==> config.mk <==
export PLATFORM = sky130hd
export DESIGN_NAME = player_hp_bitmap
export DESIGN_NICKNAME = d
export VERILOG_FILES = /design/src/rtl/player_hp_bitmap.sv
export SDC_FILE = /design/constraint.sdc
export NUM_CORES = 1
export LEC_CHECK = 0
export ABC_AREA = 1
export CAP_MARGIN = 20
export CORE_ASPECT_RATIO = 1.5
export CORE_MARGIN = 10
export CORE_UTILIZATION = 44
export CTS_BUF_LIST = sky130_fd_sc_hd__clkbuf_8
export CTS_CLUSTER_SIZE = 40
export DETAILED_ROUTE_END_ITERATION = 10
export GPL_ROUTABILITY_DRIVEN = 0
export PLACE_DENSITY = 0.84
export RECOVER_POWER = 25
export SLEW_MARGIN = 25
export SYNTH_ARGS = -nofsm -noshare
export SYNTH_HDL_FRONTEND = slang
export SYNTH_SLANG_ARGS = --single-unit
==> constraint.sdc <==
create_clock -name clk -period 1.3 [get_ports clk]
set_clock_uncertainty 0.05 [all_clocks]
set_input_delay 0.13 -clock clk [delete_from_list [all_inputs] [get_ports clk]]
set_output_delay 0.13 -clock clk [all_outputs]
set_load 0.03 [all_outputs]
==> src/rtl/player_hp_bitmap.sv <==
// player_hp_bitmap
// Heart-row renderer and hit-point keeper for the player HP bracket.
// It takes the bracket's pixel offsets and returns one registered pixel,
// so its outputs lag its inputs by exactly one clock.
// It owns hp, an invulnerability window that blinks, and a dead flag
// that stays set until reset.
// Optional build macro HP_EMPTY_OUTLINE_EN: lost hearts are drawn in
// EMPTY_COLOR instead of being left transparent.
//
// state      | meaning
// -----------+-----------------------------------------------------------
// ST_ALIVE   | normal play; a hit costs one heart
// ST_INVULN  | immune after a hit; counts frames down and blinks the hearts
// ST_DEAD    | hp is 0; hit and heal are ignored until reset
module player_hp_bitmap #(
    parameter int         MAX_HP        = 3,
    parameter int         INVULN_FRAMES = 60,
    parameter logic [7:0] HEART_COLOR   = 8'hE0,
    parameter logic [7:0] EMPTY_COLOR   = 8'h92
) (
    input  logic        clk,
    input  logic        reset,
    input  logic        startOfFrame,
    input  logic [10:0] offsetX,
    input  logic [10:0] offsetY,
    input  logic        InsideRectangle,
    input  logic        hit,
    input  logic        heal,
    output logic        drawingRequest,
    output logic [7:0]  RGBout,
    output logic [2:0]  hp,
    output logic        dead
);

    localparam logic [1:0] ST_ALIVE  = 2'd0;
    localparam logic [1:0] ST_INVULN = 2'd1;
    localparam logic [1:0] ST_DEAD   = 2'd2;

    localparam logic [2:0] HP_MAX      = 3'(MAX_HP);
    localparam logic [5:0] HEART_COUNT = 6'(MAX_HP);
    localparam logic [7:0] INVULN_LOAD = 8'(INVULN_FRAMES);
    localparam logic [7:0] TRANSPARENT = 8'hFF;

    logic [1:0] state;
    logic [7:0] invuln_cnt;
    logic [7:0] frame_cnt;

    logic [5:0] heart_idx;
    logic [2:0] tile_x;
    logic [2:0] tile_y;
    logic [7:0] mask_row;
    logic       mask_bit;
    logic       in_heart;
    logic       heart_full;
    logic       blink_off;
    logic       px_opaque;
    logic       px_empty;

    // Offset bits below the x4 scaling carry no information for the mask.
    logic unused_offset_bits;
    assign unused_offset_bits = &{1'b0, offsetX[1:0], offsetY[1:0]};

    // Hit-point state machine. A simultaneous heal is dropped whenever hit
    // is asserted, even if the hit itself is swallowed by invulnerability.
    always_ff @(posedge clk) begin
        if (reset) begin
            state      <= ST_ALIVE;
            hp         <= HP_MAX;
            dead       <= 1'b0;
            invuln_cnt <= 8'd0;
        end else begin
            case (state)
                ST_ALIVE: begin
                    if (hit) begin
                        if (hp > 3'd1) begin
                            hp         <= hp - 3'd1;
                            invuln_cnt <= INVULN_LOAD;
                            state      <= ST_INVULN;
                        end else begin
                            hp    <= 3'd0;
                            dead  <= 1'b1;
                            state <= ST_DEAD;
                        end
                    end else if (heal && (hp < HP_MAX)) begin
                        hp <= hp + 3'd1;
                    end
                end
                ST_INVULN: begin
                    if (!hit && heal && (hp < HP_MAX)) begin
                        hp <= hp + 3'd1;
                    end
                    if (startOfFrame) begin
                        // A zero count cannot occur here; <= 1 keeps it from wrapping.
                        if (invuln_cnt <= 8'd1) begin
                            invuln_cnt <= 8'd0;
                            state      <= ST_ALIVE;
                        end else begin
                            invuln_cnt <= invuln_cnt - 8'd1;
                        end
                    end
                end
                ST_DEAD: begin
                    state <= ST_DEAD;
                end
                default: begin
                    state <= ST_ALIVE;
                end
            endcase
        end
    end

    // Free-running frame counter; its bit 3 sets the blink rate.
    always_ff @(posedge clk) begin
        if (reset) begin
            frame_cnt <= 8'd0;
        end else if (startOfFrame) begin
            frame_cnt <= frame_cnt + 8'd1;
        end
    end

    assign heart_idx = offsetX[10:5];
    assign tile_x    = offsetX[4:2];
    assign tile_y    = offsetY[4:2];

    // 8x8 heart mask ROM; bit 7 is the leftmost column.
    always_comb begin
        mask_row = 8'b00000000;
        case (tile_y)
            3'd0:    mask_row = 8'b01100110;
            3'd1:    mask_row = 8'b11111111;
            3'd2:    mask_row = 8'b11111111;
            3'd3:    mask_row = 8'b11111111;
            3'd4:    mask_row = 8'b01111110;
            3'd5:    mask_row = 8'b00111100;
            3'd6:    mask_row = 8'b00011000;
            default: mask_row = 8'b00000000;
        endcase
    end

    assign mask_bit   = mask_row[3'd7 - tile_x];
    assign in_heart   = InsideRectangle && (offsetY < 11'd32) &&
                        (heart_idx < HEART_COUNT) && mask_bit;
    assign heart_full = heart_idx < {3'b000, hp};
    assign blink_off  = (state == ST_INVULN) && frame_cnt[3];

    // Pixel decision. The blink only affects full hearts.
    always_comb begin
        px_opaque = 1'b0;
        px_empty  = 1'b0;
        if (in_heart) begin
            if (heart_full) begin
                px_opaque = !blink_off;
            end
`ifdef HP_EMPTY_OUTLINE_EN
            else begin
                px_opaque = 1'b1;
                px_empty  = 1'b1;
            end
`else
            else begin
                px_opaque = 1'b0;
                px_empty  = 1'b0;
            end
`endif
        end
    end

    // Output register stage for the video mux.
    always_ff @(posedge clk) begin
        if (reset) begin
            drawingRequest <= 1'b0;
            RGBout         <= TRANSPARENT;
        end else begin
            drawingRequest <= px_opaque;
            RGBout         <= px_opaque ? (px_empty ? EMPTY_COLOR : HEART_COLOR)
                                        : TRANSPARENT;
        end
    end

endmodule
==> results.toml, run 1 <==
[status]
run_status = "finished with violations"
failed_checks = "negative setup slack"

[clock_network]
cts_hold_buf = 0
cts_setup_buffers = 0
cts_root_buf = "clkbuf_8"
clk-insertion-delay-late_ps = 260
h-tree-depth = 1
cts_tree = "yes"
clk_pin_slew_ps = 80
cts_buffers = 3
ctsLongestPathBuffers = 2
cts.sinks = 20

[timing]
fin_tns_setup_ps = -222
fmax_ghz = 0.735
rsz0062_at_grt = "true"
fin_crit_sh_pct = 105
setup_viol = 8
fin_ws_ps = -59.7
hold_violations = 0
drv_slew = 0
period_needed_ps = 1360

[worst_setup_path]
endpoint_kind = "flop"
crit_type = "reg2reg"
crit_family = "simple AND/OR/NAND/NOR gates"
worstPathCellList = "inv_2 > ha_2 > nor2_2 > nor2_1 > nand2_2 > nand2_4 > nand2_2 > o21ai_2 > nor2_1"
crit_buf_inv = 1
cp.depth = 9
r2r_cells = 9
worstPathRequired_ps = 1410
crit_fanout = 5
slowest_stage = "dfxtp_2"
start_kind = "flop"
slowest_delay_ps = 330
cp.arrival_ps = 1470
rrSetupSlack_ps = -60

[placed_design]
hpwl_um = 2710
io_buffers = 33

[finish]
fin_nets = 286
antenna_cells = 0
fillerInstances = 237
drive_gt1_share_pct = 30.1
area_growth_pct = 46.8

[global_routing]
grt_max_degree = 12
busiest_layer = "met2"
use_met2_pct = 22.0
first_global_vias = 1410
antenna_found_initial = 0
grt_usage_pct = 11.8
grt_overflow = 0
grt_pass1_wl_um = 5610
use_met1_pct = 11.5
use_met3_pct = 3.54

[worst_hold_path]
whs_path_depth = 2
hp-class = "reg2reg"

[synthesis]
syn_area_per_cell_sq_um = 6.74
synth_common_cells = "nand2_1 (49), nor2_1 (28), dfxtp_1 (20)"
synth_top_area_cell = "dfxtp_1"
yosysWarnings = 0
synth_area_leaders = "dfxtp_1 (29%), nand2_1 (13%), nor2_1 (7.6%)"
synth_seq_area_share_pct = 29.0
yosysMostFrequentCell = "nand2_1"
async_reset_ff_share_pct = 0
syn-instance-count = 205
synth-edff-count = 0
synthFlopType = "dfxtp_1"
synthesis.area_sq_mm = 0.00138
synth_top_area_share_pct = 29.0
ys_ff_latch = 20
ys_types = 32

[floorplanning]
die_w_um = 65.8
coreArea_sq_mm = 0.00297
initial_utilization_pct = 46.5
ios = 41
rows = 24
dieArea_sq_mm = 0.00583
fp.dieH_um = 88.6

[route]
drc_errors = 0
routed_wl_um = 3480
routedWlPerCell_um = 12.1
vias = 1422
drtAntennaViolNets = 0
drt_iter0_markers = 37
first_pass_iters = 4
vias_per_cell = 4.94

[power_and_ir_drop]
peakVddDrop_mv = 0.916
power_mw = 2.93
p_per_area_mw_per_mm2 = 1440
p_leak_nw = 0.896

[flow_run]
cap_viol_max_count = 0
==> path summary, 6_finish.rpt <==
check                                to                  startpoint
max               state[0]$_SDFFE_PP0P_  invuln_cnt[1]$_SDFFE_PP0P_
min          invuln_cnt[6]$_SDFFE_PP0P_  invuln_cnt[6]$_SDFFE_PP0P_
max reg2reg       state[0]$_SDFFE_PP0P_  invuln_cnt[1]$_SDFFE_PP0P_
min reg2reg  invuln_cnt[6]$_SDFFE_PP0P_  invuln_cnt[6]$_SDFFE_PP0P_
==> what timing repair did <==
action                                  in CTS  in global routing
resized for setup                           13                 30
endpoints found under the hold margin        0                  0
endpoints found under the setup margin      19                 15
pin swaps                                    5                 15
==> registers in the layout (all words and copies together) (netlist names) <==
name            cells
invuln_cnt          8
frame_cnt           4
state               2
drawingRequest      1
hp                  3
dead                1
RGBout              1
==> cell families (layout without fill, tap and decap cells) <==
logic type                 Yosys count  count (layout)  share of synthesized area (%)
other                                1               3                          0.271
AOI/OAI and AO/OA                   33              33                           14.4
buffers and inverters               35              77                           11.7
and+or+nand+nor                    104             104                           34.9
adders and majority gates            8               8                           7.25
DFF                                 20              20                           29.0
xor gates and xnor gates             4               4                           2.54
==> placed cells by master (no fill, tap or decap), types with 4 or more instances in the layout <==
master,instances
a21oi_2,6
nand3_1,10
nand2_1,42
o21ai_0,6
inv_2,11
dlygate4sd2_1,9
buf_4,11
clkbuf_8,4
dfxtp_1,14
a21oi_1,9
nor2_2,4
inv_1,13
nor2_1,25
nand2_4,4
nand2_2,8
clkdlybuf4s50_1,23
==> area by class of cell <==
cell class              count  area [sq um]  area share [%]
well taps                  39          48.8            2.41
inverters                  27           106            5.24
multi-input cells         152           978            48.2
clock buffers               4          55.1            2.71
flip-flops and latches     20           415            20.5
repair buffers             46           424            20.9
==> report_power, final <==
group          leakage (nW)  switching, mW  internal [mW]
clock                0.0288          0.212          0.270
sequential            0.167          0.120          0.731
combinational         0.700          0.921          0.673
total                 0.896           1.25           1.67
==> worst register-to-register path, delay by kind of cell, from the launching register on <==
family | cells | cell delay, ps
AND/OR/NAND/NOR | 6 | 530
flip-flops | 1 | 330
adder cells (fa/ha/maj) | 1 | 170
AO/OA/AOI/OAI | 1 | 110
buffers and inverters | 1 | 70
==> per-layer routing <==
layer / up-vias / wire length, um
li1: 735 / -
met1: 641 / 1320
met2: 41 / 1890
met3: 5 / 219
met4: 0 / 57
met5: - / 0
==> metrics by stage <==
step	utilization, %	hold slack (ps)	setup slack [ps]	std cells	instance area [sq um]
global route	68.2	454	-135	288	2030
detailed placement	62.8	420	-189	284	1870
floorplan	-	171	-38.3	207	1450
CTS	64.4	432	-35.3	288	1920
finish	68.2	433	-59.7	288	2030
global placement	62.8	410	-153	284	1870
Note: power is estimated with default switching activity, not from simulation.
==> run 2: changes to the inputs <==
SKIP_LAST_GASP = 1   (was not set)
==> run 2 against run 1 <==
Net effect:
- the run still ends with negative setup slack left
- clock-buffer cell count did not move
- non-clock buffer count is the same
- via count shrank 0.42%
- combinational power hardly changed
- worst hold slack gained 1.3 ps
- sequential share of layout area increased by 0.19 points
- wire length increased by 0.69%
- register-to-register slack about the same
- final cell count is the same
- critical path type unchanged
- critical endpoint unchanged
==> results.toml, run 2 (same netlist as run 1, synthesis figures left out) <==
[status]
run_status = "finished with violations"
failed_checks = "negative setup slack"

[timing]
setup_viol = 8
fmax_ghz = 0.736
drv_slew = 0
hold_violations = 0
fin_crit_sh_pct = 105
fin_tns_setup_ps = -189
period_needed_ps = 1360
fin_ws_ps = -59.1
rsz0062_at_grt = "true"

[worst_hold_path]
hp-start = "invuln_cnt[6]$_SDFFE_PP0P_"
min_to = "invuln_cnt[6]$_SDFFE_PP0P_"
whs_path_depth = 2
hp-class = "reg2reg"

[finish]
drive_gt1_share_pct = 28.5
final_cells = 288
largest_reg_flops = 8
area_growth_pct = 45.5
antenna_cells = 0
finish.utilization_pct = 67.6
stdcell_area_sq_mm = 0.00201
final_cell_mix = "nand2_1 (44), nor2_1 (25), clkdlybuf4s50_1 (23)"
final_common_cell = "nand2_1"
top_regs = "invuln_cnt: 8 flops, frame_cnt: 4 flops, hp: 3 flops"
top_register = "invuln_cnt"
fin_nets = 286
fillerInstances = 235

[route]
drtAntennaViolNets = 0
first_pass_iters = 4
routed_wl_um = 3500
vias = 1416
routedWlPerCell_um = 12.2
drt_iter0_markers = 44
vias_per_cell = 4.92
drc_errors = 0

[flow_run]
cap_viol_max_count = 0

[clock_network]
cts_hold_buf = 0
cts_tree = "yes"
cts_root_buf = "clkbuf_8"
clk-insertion-delay-late_ps = 260
h-tree-depth = 1
ctsLongestPathBuffers = 2
cts.sinks = 20
cts_buffers = 3
clk_pin_slew_ps = 70

[placed_design]
hpwl_um = 2710
dp_cells = 284
dpl_cell_area_sq_mm = 0.00187
io_buffers = 33

[global_routing]
grt_max_degree = 12
grt_overflow = 0
first_global_vias = 1410
grt_pass1_wl_um = 5610
antenna_found_initial = 0
grt_usage_pct = 11.8

[power_and_ir_drop]
p_per_area_mw_per_mm2 = 1440
p_leak_nw = 0.894
power_mw = 2.90
peakVddDrop_mv = 0.901

[floorplanning]
die_w_um = 65.8
rows = 24
fp.dieH_um = 88.6
initial_utilization_pct = 46.5
ios = 41
coreArea_sq_mm = 0.00297
dieArea_sq_mm = 0.00583

[worst_setup_path]
endpoint_kind = "flop"
r2r_cells = 9
reg2reg_from = "invuln_cnt[1]$_SDFFE_PP0P_"
rrSetupSlack_ps = -60
worstPathCellList = "inv_2 > ha_2 > nor2_2 > nor2_1 > nand2_2 > nand2_4 > nand2_2 > o21ai_2 > nor2_1"
crit_fanout = 5
cp.arrival_ps = 1470
r2r_end = "state[0]$_SDFFE_PP0P_"
start_kind = "flop"
crit_type = "reg2reg"
slowest_delay_ps = 330
slowest_stage = "dfxtp_2"
worstPathRequired_ps = 1410
-- run 2: changes by cell type in the layout (fill, tap and decap cells not counted) --
cell and change:
clkdlybuf4s15_1 -1, ha_2 -1, nand3_2 -1, nand3_1 +1
ha_1 +1, nand2_1 +2, nand2_4 -1, nand2_2 -1
dlygate4sd2_1 +1
-- run 2: metal layers --
| metal | share of wire [%] | vias up | global-route usage (%) |
|---|---|---|---|
| met5 | 0 | - | 0 |
| met4 | 1.9 | 0 | 5.47 |
| met3 | 6.4 | 7 | 3.54 |
| met2 | 54 | 40 | 22.0 |
| met1 | 38 | 632 | 11.5 |
| li1 | - | 737 | - |
-- run 2: stage by stage --
stage | hold WS, ps | setup WS, ps
after global placement | 410 | -153
after detailed placement | 420 | -189
final | 434 | -59.1
after global routing | 454 | -137
after floorplan | 171 | -38.3
after CTS | 432 | -35.3
-- run 2: final cells by class --
type	instances	area, sq um	share of cell area, %
multi-input cells	152	961	47.8
repair buffers	46	423	21.0
flip-flops and latches	20	415	20.7
inverters	27	106	5.29
clock buffers	4	55.1	2.74
well taps	39	48.8	2.43
-- run 2: critical path, delay by kind of cell, from the launching register on --
family	cells	cell delay (ps)
AO/OA/AOI/OAI	1	110
adder cells (fa/ha/maj)	1	170
buffers and inverters	1	70
flip-flops	1	330
AND/OR/NAND/NOR	6	520
-- run 2: power breakdown --
group	switching (mW)	total (mW)	leakage, nW	internal [mW]
Clock	0.209	0.479	0.0288	0.270
Combinational	0.907	1.57	0.699	0.665
Sequential	0.119	0.850	0.167	0.731
-- run 2: how the worst max path moves through the flow --
stage	startpoint	endpoint	slack, ps	depth (start not counted)
6_report	invuln_cnt[1]$_SDFFE_PP0P_	state[0]$_SDFFE_PP0P_	-60	9
2_1_floorplan	hp[1]$_SDFFE_PP1P_	invuln_cnt[6]$_SDFFE_PP0P_	-40	8
3_5_place_dp	offsetX[6]	drawingRequest$_SDFF_PP0_	-190	6
5_1_grt	invuln_cnt[1]$_SDFFE_PP0P_	state[0]$_SDFFE_PP0P_	-140	9
4_1_cts	invuln_cnt[1]$_SDFFE_PP0P_	invuln_cnt[6]$_SDFFE_PP0P_	-40	9
3_3_place_gp	offsetX[6]	drawingRequest$_SDFF_PP0_	-150	6
-- run 2: what timing repair did --
action / in CTS / in global routing
endpoints found under the setup margin: 19 / 15
pin swaps: 5 / 15
gates cloned: 0 / 0
resized for setup: 13 / 24
buffers inserted: 0 / 0
